--- config.mk ---
export PLATFORM = sky130hd
export DESIGN_NAME = program_counter_unit_flat
export DESIGN_NICKNAME = d
export VERILOG_FILES = /design/src/rtl/program_counter_unit_pkg.sv /design/src/rtl/program_counter_unit_if.sv /design/src/rtl/program_counter_unit_ras.sv /design/src/rtl/program_counter_unit.sv /design/src/flat_wrapper.sv
export SDC_FILE = /design/constraint.sdc
export NUM_CORES = 1
export LEC_CHECK = 0
export ABC_AREA = 1
export ABC_CLOCK_PERIOD_IN_PS = 3740
export BUFFER_PORTS_ARGS = -buffer_cell sky130_fd_sc_hd__buf_2
export CAP_MARGIN = 20
export CELL_PAD_IN_SITES_DETAIL_PLACEMENT = 0
export CELL_PAD_IN_SITES_GLOBAL_PLACEMENT = 1
export CORE_MARGIN = 4
export CORE_UTILIZATION = 28
export DETAILED_ROUTE_END_ITERATION = 7
export GPL_TIMING_DRIVEN = 0
export PLACE_DENSITY = 0.57
export SYNTH_ARGS = -nofsm -noshare
export SYNTH_HDL_FRONTEND = slang
export SYNTH_SLANG_ARGS = --single-unit
--- constraint.sdc ---
create_clock -name Clk -period 3.74 [get_ports Clk]
set_input_delay 0.748 -clock Clk [delete_from_list [all_inputs] [get_ports Clk]]
set_output_delay 0.748 -clock Clk [all_outputs]
set_load 0.01 [all_outputs]
--- src/rtl/program_counter_unit_pkg.sv ---
// Shared types and helpers for the fetch PC unit and its return-address stack.
package pc_pkg;

  typedef enum logic [2:0] {
    SEL_HOLD,
    SEL_BRANCH,
    SEL_RET,
    SEL_CALL,
    SEL_JUMP,
    SEL_SEQ
  } pc_sel_e;

  // Pointer width for the RAS; at least one bit so a depth of 2 still indexes.
  function automatic int ras_ptr_w(input int depth);
    return (depth <= 2) ? 1 : $clog2(depth);
  endfunction

endpackage

--- src/rtl/program_counter_unit_if.sv ---
// Fetch-control bundle between the fetch stage and the PC unit.
interface pc_if #(
  parameter int WIDTH = 16
);
  logic             PCWrite;
  logic             BranchTaken;
  logic [WIDTH-1:0] BranchTarget;
  logic             Jump;
  logic             Call;
  logic [WIDTH-1:0] JumpTarget;
  logic             Ret;
  logic [WIDTH-1:0] PCResult;
  logic [WIDTH-1:0] PCPlusInc;
  logic             RasEmpty;
  logic             RasFull;
  logic             RasOverflow;
  logic             RasUnderflow;

  modport slave (
    input  PCWrite, BranchTaken, BranchTarget, Jump, Call, JumpTarget, Ret,
    output PCResult, PCPlusInc, RasEmpty, RasFull, RasOverflow, RasUnderflow
  );

  modport master (
    output PCWrite, BranchTaken, BranchTarget, Jump, Call, JumpTarget, Ret,
    input  PCResult, PCPlusInc, RasEmpty, RasFull, RasOverflow, RasUnderflow
  );
endinterface

--- src/rtl/program_counter_unit_ras.sv ---
// Circular return-address stack: push overwrites the oldest entry when full.
module return_addr_stack
  import pc_pkg::*;
#(
  parameter int WIDTH     = 16,
  parameter int RAS_DEPTH = 4
) (
  input  logic             Clk,
  input  logic             Reset,
  input  logic             push,
  input  logic             pop,
  input  logic [WIDTH-1:0] push_data,
  output logic [WIDTH-1:0] top,
  output logic             empty,
  output logic             full,
  output logic             overflow
);
  localparam int PW = ras_ptr_w(RAS_DEPTH);
  localparam int CW = PW + 1;
  localparam logic [CW-1:0] DEPTH_C = CW'(RAS_DEPTH);

  logic [RAS_DEPTH-1:0][WIDTH-1:0] mem_q;
  logic [PW-1:0]                   ptr_q, ptr_d;
  logic [CW-1:0]                   cnt_q, cnt_d;
  logic                            ovf_q, ovf_d;

  assign empty    = (cnt_q == '0);
  assign full     = (cnt_q == DEPTH_C);
  assign overflow = ovf_q;
  assign top      = mem_q[ptr_q];

  // Pointer arithmetic wraps naturally because RAS_DEPTH is a power of two.
  always_comb begin
    ptr_d = ptr_q;
    cnt_d = cnt_q;
    ovf_d = ovf_q;
    if (push) begin
      ptr_d = ptr_q + 1'b1;
      cnt_d = full ? cnt_q : cnt_q + 1'b1;
      ovf_d = ovf_q | full;
    end else if (pop && !empty) begin
      ptr_d = ptr_q - 1'b1;
      cnt_d = cnt_q - 1'b1;
    end
  end

  always_ff @(posedge Clk or posedge Reset) begin
    if (Reset) begin
      mem_q <= '0;
      ptr_q <= '0;
      cnt_q <= '0;
      ovf_q <= 1'b0;
    end else begin
      ptr_q <= ptr_d;
      cnt_q <= cnt_d;
      ovf_q <= ovf_d;
      if (push) mem_q[ptr_d] <= push_data;
    end
  end

endmodule

--- src/rtl/program_counter_unit.sv ---
// Fetch PC register: prioritised next-PC selection with stall and a return-address stack.
module program_counter_unit
  import pc_pkg::*;
#(
  parameter int               WIDTH        = 16,
  parameter int               INC          = 1,
  parameter logic [WIDTH-1:0] RESET_VECTOR = '0,
  parameter int               RAS_DEPTH    = 4
) (
  input logic  Clk,
  input logic  Reset,
  pc_if.slave  bus
);
  localparam logic [WIDTH-1:0] INC_C = WIDTH'(INC);

  pc_sel_e          sel;
  logic [WIDTH-1:0] pc_q, pc_d;
  logic             udf_q, udf_d;
  logic [WIDTH-1:0] pc_inc;
  logic [WIDTH-1:0] ras_top;
  logic             ras_empty, ras_full, ras_ovf;
  logic             ras_push, ras_pop;

  assign pc_inc = pc_q + INC_C;

  // Redirect priority: stall, late branch, return, call, jump, sequential.
  always_comb begin
    sel = SEL_SEQ;
    if (!bus.PCWrite)        sel = SEL_HOLD;
    else if (bus.BranchTaken) sel = SEL_BRANCH;
    else if (bus.Ret)         sel = SEL_RET;
    else if (bus.Call)        sel = SEL_CALL;
    else if (bus.Jump)        sel = SEL_JUMP;
  end

  always_comb begin
    pc_d     = pc_q;
    udf_d    = 1'b0;
    ras_push = 1'b0;
    ras_pop  = 1'b0;
    unique case (sel)
      SEL_HOLD:   pc_d = pc_q;
      SEL_BRANCH: pc_d = bus.BranchTarget;
      SEL_RET: begin
        if (ras_empty) begin
          pc_d  = pc_inc;
          udf_d = 1'b1;
        end else begin
          pc_d    = ras_top;
          ras_pop = 1'b1;
        end
      end
      SEL_CALL: begin
        pc_d     = bus.JumpTarget;
        ras_push = 1'b1;
      end
      SEL_JUMP:   pc_d = bus.JumpTarget;
      SEL_SEQ:    pc_d = pc_inc;
      default:    pc_d = pc_q;
    endcase
  end

  always_ff @(posedge Clk or posedge Reset) begin
    if (Reset) begin
      pc_q  <= RESET_VECTOR;
      udf_q <= 1'b0;
    end else begin
      pc_q  <= pc_d;
      udf_q <= udf_d;
    end
  end

  return_addr_stack #(
    .WIDTH     (WIDTH),
    .RAS_DEPTH (RAS_DEPTH)
  ) u_ras (
    .Clk       (Clk),
    .Reset     (Reset),
    .push      (ras_push),
    .pop       (ras_pop),
    .push_data (pc_inc),
    .top       (ras_top),
    .empty     (ras_empty),
    .full      (ras_full),
    .overflow  (ras_ovf)
  );

  assign bus.PCResult     = pc_q;
  assign bus.PCPlusInc    = pc_inc;
  assign bus.RasEmpty     = ras_empty;
  assign bus.RasFull      = ras_full;
  assign bus.RasOverflow  = ras_ovf;
  assign bus.RasUnderflow = udf_q;

endmodule

--- src/flat_wrapper.sv ---
// flat-port wrapper written by rule: the top's interface ports become plain ports
module program_counter_unit_flat import pc_pkg::*;
#(
  parameter int               WIDTH        = 16,
  parameter int               INC          = 1,
  parameter logic [WIDTH-1:0] RESET_VECTOR = '0,
  parameter int               RAS_DEPTH    = 4
)
  (Clk, Reset, bus_PCWrite, bus_BranchTaken, bus_BranchTarget, bus_Jump, bus_Call, bus_JumpTarget, bus_Ret, bus_PCResult, bus_PCPlusInc, bus_RasEmpty, bus_RasFull, bus_RasOverflow, bus_RasUnderflow);
  pc_if #(.WIDTH(WIDTH)) bus_i ();
  input logic Clk;
  input logic Reset;
  input wire logic [$bits(bus_i.PCWrite)-1:0] bus_PCWrite;
  input wire logic [$bits(bus_i.BranchTaken)-1:0] bus_BranchTaken;
  input wire logic [$bits(bus_i.BranchTarget)-1:0] bus_BranchTarget;
  input wire logic [$bits(bus_i.Jump)-1:0] bus_Jump;
  input wire logic [$bits(bus_i.Call)-1:0] bus_Call;
  input wire logic [$bits(bus_i.JumpTarget)-1:0] bus_JumpTarget;
  input wire logic [$bits(bus_i.Ret)-1:0] bus_Ret;
  output wire logic [$bits(bus_i.PCResult)-1:0] bus_PCResult;
  output wire logic [$bits(bus_i.PCPlusInc)-1:0] bus_PCPlusInc;
  output wire logic [$bits(bus_i.RasEmpty)-1:0] bus_RasEmpty;
  output wire logic [$bits(bus_i.RasFull)-1:0] bus_RasFull;
  output wire logic [$bits(bus_i.RasOverflow)-1:0] bus_RasOverflow;
  output wire logic [$bits(bus_i.RasUnderflow)-1:0] bus_RasUnderflow;
  assign bus_i.PCWrite = bus_PCWrite;
  assign bus_i.BranchTaken = bus_BranchTaken;
  assign bus_i.BranchTarget = bus_BranchTarget;
  assign bus_i.Jump = bus_Jump;
  assign bus_i.Call = bus_Call;
  assign bus_i.JumpTarget = bus_JumpTarget;
  assign bus_i.Ret = bus_Ret;
  assign bus_PCResult = bus_i.PCResult;
  assign bus_PCPlusInc = bus_i.PCPlusInc;
  assign bus_RasEmpty = bus_i.RasEmpty;
  assign bus_RasFull = bus_i.RasFull;
  assign bus_RasOverflow = bus_i.RasOverflow;
  assign bus_RasUnderflow = bus_i.RasUnderflow;
  program_counter_unit #(.WIDTH(WIDTH), .INC(INC), .RESET_VECTOR(RESET_VECTOR), .RAS_DEPTH(RAS_DEPTH)) u_core (.Clk(Clk), .Reset(Reset), .bus(bus_i));
endmodule
==> reports/metrics.yaml, run 1 <==
crit_family: "simple AND/OR/NAND/NOR gates"
cts_resized: 0
synthToLayoutAreaGrowth_pct: 19.9
cts_tree: "done"
drt_wl_total_um: 18700
drt_iter0_markers: 366
dp_cells: 1027
vias_per_cell: 4.73
first_global_vias: 4898
gp_congestion: 0.877
drive_gt1_frac: 0.159
critPathBufInv: 2
r2r-start: "u_core.bus.PCResult[1]"
slew_viol_final: 0
fin_tns_setup_ps: 0
finalWorstSetupSlack_ps: 545
grt.overflow.total: 0
grtUsageMet1: 0.261
finalSetupViolations: 0
path_common_cell: "nand2_1"
cpPeakStageDelay_ps: 450
endpoint_kind: "primary output"
fin_crit_ps: 3200
crit_path_top_delay_cell: "dfrtp_1"
grtUsageTotal: 0.188
maxCapViolations: 0
clk_latency_ps: 350
htreeDepth: 3
finalCritPeriodShare: 0.854
clock_path_buffers: 2
initial_core_util: 0.288
syn-num-nets: 768
hold_viol: 0
crit_path_start: "u_core.bus.PCResult[1]"
r2r_cells: 9
antenna_cells: 0
avgSynthCellArea_sq_um: 6.93
cts.sink_count: 87
worstPathCellList: "ha_1 > nand2_1 > nor2_2 > nand3_1 > nand2_1 > and2_1 > clkbuf_1 > buf_2"
die_area_sq_um: 20200
numCtsBuffers: 9
rsz0062_at_grt: "false"
p_leak_nw: 3.25
yosys-top-cells-count: "311 x nand2_1, 87 x dfrtp_1, 78 x inv_1"
ff2ff_setup_slack_ps: 1610
synth-async-reset-ratio: 1.00
hpwl_um: 14000
num_rows: 48
peakVddDrop_v: 0.000270
tightest_slew_ps: 805
dr_total_vias: 4938
synth_top_cell_area_share: 0.432
whs_ps: 445
worstSetupStartpointType: "flip-flop"
fmax_mhz: 313
grt_max_degree: 50
synth_most_common_cell: "nand2_1"
netlist_top_cells_area: "dfrtp_1 43%, nand2_1 23%, inv_1 5.8%"
io_pins: 75
hold_buffers: 0
fin_nets: 854
firstDrtPassIters: 5
port_buffers: 74
grt_pass1_wl_um: 28800
seq_area_frac_synth: 0.432
path_max_fanout: 7
top_usage_layer: "met2"
clockRootBuffer: "clkbuf_16"
setup.worst_path.class: "flip-flop to primary output"
use_met2: 0.309
outcome: "completed"
grt_use_met3: 0.0252
slew_headroom: 0.462
die_h_um: 142
n_fill_cell: 1897
wl_per_cell_um: 17.9
syn_inst: 727
die_w_um: 142
antenna_found_initial: 0
r2r_end: "u_core.u_ras.mem_q[14]"
fin_total_pwr_mw: 4.14
drc: 0
post_synth_num_cell_types: 37
synth_seq_cells: 87
synthFlopType: "dfrtp_1"
ys_warn_count: 0
netlist_area_sq_um: 5040
pre_cts_ws_ps: 898
stdcell_count: 1043
synth-edff-count: 0
core_area_sq_um: 17500
hp-class: "primary input to async pin"
final_antenna_net_count: 0
yosys.area.top_type: "dfrtp_1"
power_density_nw_per_um2: 686
fin_worst_skew_ps: 10.4
arrival_ps: 2450
cts_setup_buffers: 0
clk_pin_slew_ps: 70
required_ps: 2990
==> worst reg2reg max path, stage by stage (launching register included) <==
cell	delay, ps
dfrtp_1	450
ha_1	250
nand2_1	120
nor2_2	290
nand3_1	110
nand2_1	80
and2_1	160
clkbuf_1	420
nand2_1	100
o21ai_0	90
==> final cells by class <==
| type | instances | area [sq um] | area share |
|---|---|---|---|
| Buffer | 29 | 161 | 0.0267 |
| Clock buffer | 9 | 225 | 0.0373 |
| Clock inverter | 7 | 95.1 | 0.0157 |
| Inverter | 86 | 333 | 0.0551 |
| Multi-Input combinational cell | 525 | 2370 | 0.392 |
| Sequential cell | 87 | 2180 | 0.360 |
| Tap cell | 225 | 282 | 0.0466 |
| Timing Repair Buffer | 75 | 398 | 0.0659 |
==> state kept, by name (all words and copies together), names as in the netlist <==
register / count
u_core.bus.PCResult: 16
u_core.bus.RasUnderflow: 1
u_core.u_ras.cnt_q: 3
u_core.u_ras.mem_q: 64
u_core.u_ras.overflow: 1
u_core.u_ras.ptr_q: 2
==> metal layers <==
| metal | vias up | routed length [um] |
|---|---|---|
| li1 | 2425 | - |
| met1 | 2373 | 8660 |
| met3 | 17 | 826 |
| met4 | 0 | 294 |
| met2 | 123 | 8940 |
| met5 | - | 0 |
==> layout by cell type, fill, tap and decap left out, drive strengths merged, types with 5 or more instances in the layout <==
| cell | netlist | layout |
|---|---|---|
| nand2 | 315 | 315 |
| inv | 85 | 86 |
| clkbuf | 10 | 19 |
| o21ai | 71 | 71 |
| buf | 19 | 94 |
| nand3b | 5 | 5 |
| nand4 | 7 | 7 |
| nand3 | 50 | 50 |
| nor2 | 53 | 53 |
| dfrtp | 87 | 87 |
==> through the flow <==
stage / util / area, sq um
2_1_floorplan: - / 5040
3_3_place_gp: 0.326 / 5690
3_5_place_dp: 0.327 / 5720
4_1_cts: 0.346 / 6040
5_1_grt: 0.346 / 6040
6_report: 0.346 / 6040
==> power breakdown <==
group	switching (mW)	internal, mW	leakage (nW)
registers	0.207	1.31	1.07
clock network	0.423	0.588	0.156
logic	1.08	0.527	2.02
==> how the worst max path moves through the flow <==
stage | to | slack, ps | cells after the start
floorplan | u_core.bus.PCResult[0] | 740 | 1
global placement | u_core.bus.PCResult[9] | -630 | 2
detailed placement | bus_PCPlusInc[14] | 900 | 8
CTS | bus_PCPlusInc[14] | 510 | 8
global route | bus_PCPlusInc[14] | 390 | 8
finish | bus_PCPlusInc[14] | 540 | 8
==> kinds of logic after synthesis <==
group                    after synthesis  share of synthesized area
AO/OA/AOI/OAI                         80                     0.0837
XOR/XNOR                               4                    0.00695
adder cells (fa/ha/maj)                2                    0.00646
buffers and inverters                115                     0.0976
flip-flops                            87                      0.432
AND/OR/NAND/NOR                      439                      0.373
(Power assumes the default switching activity.)
==> run 2, diff against run 1 <==
Settings changed: SYNTH_HIERARCHICAL set to 1.
==> run 2 against run 1 <==
Against the previous run: global-route usage fell by 1.0 points; synthesized cell count fell by 4.8%; routed wire length fell by 8.1%; critical path depth fell by 1; first-iteration DRC count fell by 17%; worst hold slack improved by 29 ps; clock power barely moved; sequential power fell by 3%; largest power group is now sequential cells; highest routed layer unchanged.
==> reports/metrics.yaml, run 2 <==
power_density_nw_per_um2: 662  # -3.5%
path_max_fanout: 8  # +1
grt_pass1_wl_um: 27100  # -5.6%
vias_per_cell: 4.76  # +0.52%
stdcell_count: 1008  # -3.4%
final_cell_area_sq_um: 5920  # -2.0%
synth-compound-area-share: 0.127  # +0.0434
cts_setup_buffers: 0  # unchanged
synthFlopType: "dfrtp_1"
ys_warn_count: 6  # +6
n_fill_cell: 1870  # -1.4%
yosys.area_share.simple: 0.336  # -0.0369
antenna_cells: 0  # unchanged
core_area_sq_um: 17200  # -1.4%
firstDrtPassIters: 5  # unchanged
dp_cells: 992  # -3.4%
cts_resized: 0  # unchanged
required_ps: 2990  # about the same
die_area_sq_um: 19700  # -2.3%
port_buffers: 74  # unchanged
slew_headroom: 0.503  # +0.0413
dr_total_vias: 4797  # -2.9%
post_synth_num_cell_types: 29  # -22%
finalSetupViolations: 0  # unchanged
drt_iter0_markers: 305  # -17%
io_pins: 75  # unchanged
grt_max_degree: 71  # +42%
final_antenna_net_count: 0  # unchanged
drive_gt1_frac: 0.172  # +0.0135
synthAdderAreaFrac: 0.00662  # +0.000163
tightest_slew_ps: 742  # -62.0 ps
layout_common_cells: "215 x nand2_1, 105 x nor2_1, 92 x buf_2"
peakVddDrop_v: 0.000232  # -14%
grt.overflow.total: 0  # unchanged
fmax_mhz: 331  # +5.6%
initial_core_util: 0.285  # -0.00317
gp_congestion: 0.826  # -5.9%
wl_per_cell_um: 17.1  # -4.9%
synthMuxAreaShare: 0  # unchanged
drc: 0  # unchanged
clock_path_buffers: 2  # unchanged
netlist_top_cells_area: "dfrtp_1 44%, nand2_1 16%, nor2_1 8.0%"
hpwl_um: 12900  # -7.7%
arrival_ps: 2280  # -170 ps
antenna_found_initial: 0  # unchanged
die_w_um: 140  # -1.2%
fin_worst_skew_ps: 9.22  # -1.16 ps
syn-num-nets: 733  # -4.6%
synth-xor-area-share: 0.00713  # +0.000175
layout_commonest_cell: "nand2_1"
setup.worst_path.class: "flip-flop to primary output"
hp-class: "flip-flop to flip-flop"
regMostFlops: "u_core/u_ras/mem_q"
fin_tns_setup_ps: 0  # unchanged
yosys-top-cells-count: "215 x nand2_1, 105 x nor2_1, 87 x dfrtp_1"
cts_tree: "done"
hold_buffers: 0  # unchanged
clk_pin_slew_ps: 70  # about the same
avgSynthCellArea_sq_um: 7.10  # +2.5%
first_global_vias: 4762  # -2.8%
synth_most_common_cell: "nand2_1"
synth-async-reset-ratio: 1.00  # unchanged
endpoint_kind: "primary output"
synth_top_cell_area_share: 0.443  # +0.0109
seq_area_frac_synth: 0.443  # +0.0109
synth-edff-count: 0  # unchanged
synth_seq_cells: 87  # unchanged
die_h_um: 140  # -1.2%
htreeDepth: 3  # unchanged
largest_reg_flops: 64  # unchanged
whs_ps: 475  # +29.1 ps
placed_area_sq_um: 5600  # -2.2%
num_rows: 48  # unchanged
worstSetupStartpointType: "flip-flop"
cts.sink_count: 87  # unchanged
clk_latency_ps: 340  # about the same
post-route-util: 0.343  # -0.00215
fin_crit_ps: 3030  # -170 ps
fin_total_pwr_mw: 3.92  # -5.5%
finalWorstSetupSlack_ps: 715  # +170 ps
yosys.area.top_type: "dfrtp_1"
synth_top_family_by_area: "simple AND/OR/NAND/NOR gates"
maxCapViolations: 0  # unchanged
clockRootBuffer: "clkbuf_16"
synthToLayoutAreaGrowth_pct: 20.5
hold_viol: 0  # unchanged
outcome: "completed"
fin_nets: 819  # -4.1%
syn_inst: 692  # -4.8%
netlist_area_sq_um: 4910  # -2.5%
p_leak_nw: 2.98  # -8.1%
pre_cts_ws_ps: 735  # -163 ps
drt_wl_total_um: 17200  # -8.1%
numCtsBuffers: 9  # unchanged
slew_viol_final: 0  # unchanged
grtUsageTotal: 0.178  # -0.0104
rsz0062_at_grt: "false"
finalCritPeriodShare: 0.809  # -0.0454
[run 2: cell types whose count changed in the layout (fill, tap and decap cells not counted), moves of 7 or more]
cell	before	now
inv_1	77	56
buf_2	83	92
nand4_1	7	17
buf_4	7	0
o21ai_1	46	57
nor2_1	46	105
o22ai_1	1	16
o21ai_0	24	42
nand3_2	0	7
nand3_1	49	24
nand2_1	311	215
[run 2: routing by layer]
layer,up-vias,part of all wire,routed length (um),track usage
met5,-,0,0,0
met4,0,0.021,361,0.0632
met3,18,0.037,628,0.0256
met2,112,0.48,8190,0.290
met1,2280,0.47,8020,0.242
li1,2387,-,-,-
[run 2: area by class of cell]
cell class / instances / area (sq um) / share of cell area
Sequential cell: 87 / 2180 / 0.368
Multi-Input combinational cell: 509 / 2340 / 0.396
Clock buffer: 12 / 246 / 0.0416
Tap cell: 225 / 282 / 0.0476
Inverter: 65 / 249 / 0.0421
Clock inverter: 4 / 77.6 / 0.0131
Timing Repair Buffer: 75 / 398 / 0.0672
Buffer: 31 / 146 / 0.0247
[run 2: final timing paths]
kind	start	to	slack (ps)	depth (start not counted)
min	u_core/u_ras/overflow	u_core/u_ras/overflow	470	1
max reg2reg	u_core/u_ras/ptr_q[1]	u_core/bus.PCResult[0]	1560	11
min reg2reg	u_core/u_ras/overflow	u_core/u_ras/overflow	470	1
max in group asynchronous	Reset	u_core/bus.PCResult[6]	2710	2
max	u_core/bus.PCResult[0]	bus_PCPlusInc[14]	710	7
min in group asynchronous	Reset	u_core/u_ras/mem_q[49]	480	3
[run 2: cell families after synthesis]
logic type,Yosys count
simple gates,386
compound gates,117
buf+inv,96
flops,87
xor+xnor,4
fa+ha+maj,2
[run 2: report_power, final]
part	switching (mW)	total, mW	internal, mW
registers	0.206	1.48	1.28
clock network	0.395	1.00	0.609
logic	0.946	1.43	0.486
total	1.55	3.92	2.37
[run 2: worst max-delay path: stages (launching register included)]
cell and delay, ps:
dfrtp_1 540, ha_1 280, nand3_1 140, nor2_1 330, nand3_1 130, nand2_1 110
and2_1 240, buf_2 170
==> run 3, diff against run 2 <==
Settings changed: ABC_CLOCK_PERIOD_IN_PS 3740 to 2500, PLACE_DENSITY 0.57 to 0.59.
Clock period 3.74 ns to 2.5 ns, I/O delays scaled along.
==> run 3 against run 2 <==
Against the previous run: sequential power grew 50%; design area shrank 0.13%; critical path type unchanged; worst hold slack lost 130 ps; utilization is essentially flat; total power grew 47%; routed wire length grew 4.3%.
==> reports/metrics.yaml, run 3 (synthesized netlist as in run 2, its figures left out) <==
multi_input_area_sq_um: 2370  # +1.3%
setup.worst_path.class: "flip-flop to primary output"
tightest_slew_ps: 894  # +152 ps
die_h_um: 140  # unchanged
first_global_vias: 4790  # +0.59%
ff2ff_setup_slack_ps: 330  # -1230 ps
core_area_sq_um: 17200  # unchanged
die_area_sq_um: 19700  # unchanged
dr_total_vias: 4796  # -0.021%
hold_viol: 0  # unchanged
synthToLayoutAreaGrowth_pct: 20.3
final_cell_area_sq_um: 5910  # -0.13%
drt_iter0_markers: 402  # +32%
drive_gt1_frac: 0.192  # +0.0194
antenna_cells: 0  # unchanged
fin_tns_setup_ps: 0  # unchanged
slew_viol_final: 0  # unchanged
peakVddDrop_v: 0.000357  # +54%
slew_headroom: 0.404  # -0.0992
cpPeakStageDelay_ps: 450  # -90 ps
path_max_fanout: 7  # -1
regMostFlops: "u_core/u_ras/mem_q"
clock_path_buffers: 2  # unchanged
regArea_sq_um: 2180  # +0.34%
critPathBufInv: 1  # unchanged
clk_pin_slew_ps: 70  # about the same
crit_path_top_delay_cell: "dfrtp_2"
fin_crit_ps: 2410
worstSetupStartpointType: "flip-flop"
n_fill_cell: 1884  # +0.75%
firstDrtPassIters: 5  # unchanged
grt_max_degree: 71  # unchanged
rsz0062_at_grt: "true"
die_w_um: 140  # unchanged
clockRootBuffer: "clkbuf_16"
grtUsageTotal: 0.183  # +0.00503
clk_latency_ps: 340  # about the same
maxCapViolations: 0  # unchanged
fmax_mhz: 415
r2r_end: "u_core/bus.PCResult[14]"
largest_reg_flops: 64  # unchanged
fin_nets: 819  # unchanged
cts.sink_count: 87  # unchanged
p_leak_nw: 2.95  # -0.98%
finalCritPeriodShare: 0.964
vias_per_cell: 4.76  # about the same
outcome: "completed"
fin_total_pwr_mw: 5.76  # +47%
num_rows: 48  # unchanged
layout_common_cells: "214 x nand2_1, 99 x nor2_1, 92 x buf_2"
worstPathCellList: "ha_2 > nand3_1 > nor2_4 > nand4_1 > and2_1 > buf_2"
io_pins: 75  # unchanged
crit_family: "simple AND/OR/NAND/NOR gates"
power_density_nw_per_um2: 974  # +47%
drc: 0  # unchanged
endpoint_kind: "primary output"
drt_wl_total_um: 17900  # +4.3%
final_antenna_net_count: 0  # unchanged
r2r_cells: 11  # unchanged
port_buffers: 74  # unchanged
antenna_found_initial: 0  # unchanged
grt.overflow.total: 0  # unchanged
hp-class: "primary input to async pin"
finalSetupViolations: 0  # unchanged
cts_tree: "done"
wl_per_cell_um: 17.8  # +4.4%
gp_congestion: 0.858  # +3.9%
whs_ps: 346  # -129 ps
fin_worst_skew_ps: 5.03  # -4.19 ps
grt_pass1_wl_um: 27800  # +2.6%
r2r-start: "u_core/u_ras/ptr_q[1]"
required_ps: 2000  # -990 ps
layout_commonest_cell: "nand2_1"
initial_core_util: 0.285  # unchanged
numCtsBuffers: 9  # unchanged
arrival_ps: 1910  # -370 ps
placed_area_sq_um: 5570  # -0.49%
hpwl_um: 13000  # +0.60%
htreeDepth: 3  # unchanged
run 3: cell count changes in the layout (fill, tap and decap cells not counted), moves of 5 or more:
cell	previous run	this run
dfrtp_1	87	81
dfrtp_2	0	6
nor2_1	105	99
nor2_2	1	6
run 3: worst max path at each step:
| stage | start | to | slack (ps) | cells after the start |
|---|---|---|---|---|
| 2_1_floorplan | Reset | u_core/u_ras/cnt_q[0] | 230 | 1 |
| 3_3_place_gp | Reset | u_core/u_ras/overflow | -710 | 2 |
| 3_5_place_dp | bus_Ret | u_core/u_ras/mem_q[52] | -320 | 8 |
| 4_1_cts | u_core/bus.PCResult[1] | bus_PCPlusInc[14] | 5 | 6 |
| 5_1_grt | u_core/bus.PCResult[0] | bus_PCPlusInc[14] | -9 | 6 |
| 6_report | u_core/bus.PCResult[0] | bus_PCPlusInc[14] | 90 | 6 |
run 3: layout make-up:
cell class	count	area share
clock buffer	12	0.0434
sequential	87	0.370
buffer	31	0.0248
tap	225	0.0476
inverter	65	0.0421
timing repair buffer	75	0.0639
clock inverter	3	0.00720
multi-input combinational	509	0.401
run 3: through the flow:
stage / setup slack, ps / util / instances
3_5_place_dp: -323 / 0.323 / 991
4_1_cts: 5.08 / 0.341 / 1006
3_3_place_gp: -710 / 0.323 / 991
6_report: 89.5 / 0.343 / 1007
2_1_floorplan: 232 / - / 692
5_1_grt: -9.33 / 0.343 / 1007
run 3: layer usage:
metal	track usage	up-vias	wire, um
met5	0	-	0
met4	0.0490	0	257
met3	0.0376	14	1000
met2	0.301	165	8570
met1	0.246	2237	8110
li1	-	2380	-
run 3: report_power, final:
part           total, mW  internal (mW)  switching, mW
logic               2.15          0.726           1.42
registers           2.22           1.91          0.308
clock network       1.39          0.823          0.568
run 3: what timing repair did:
item / 4_1_cts / 5_1_grt
setup buffers: 0 / 1
cloned: 0 / 0
hold buffers: 0 / 0
setup endpoints to repair: 8 / 16
resized for setup: 8 / 8
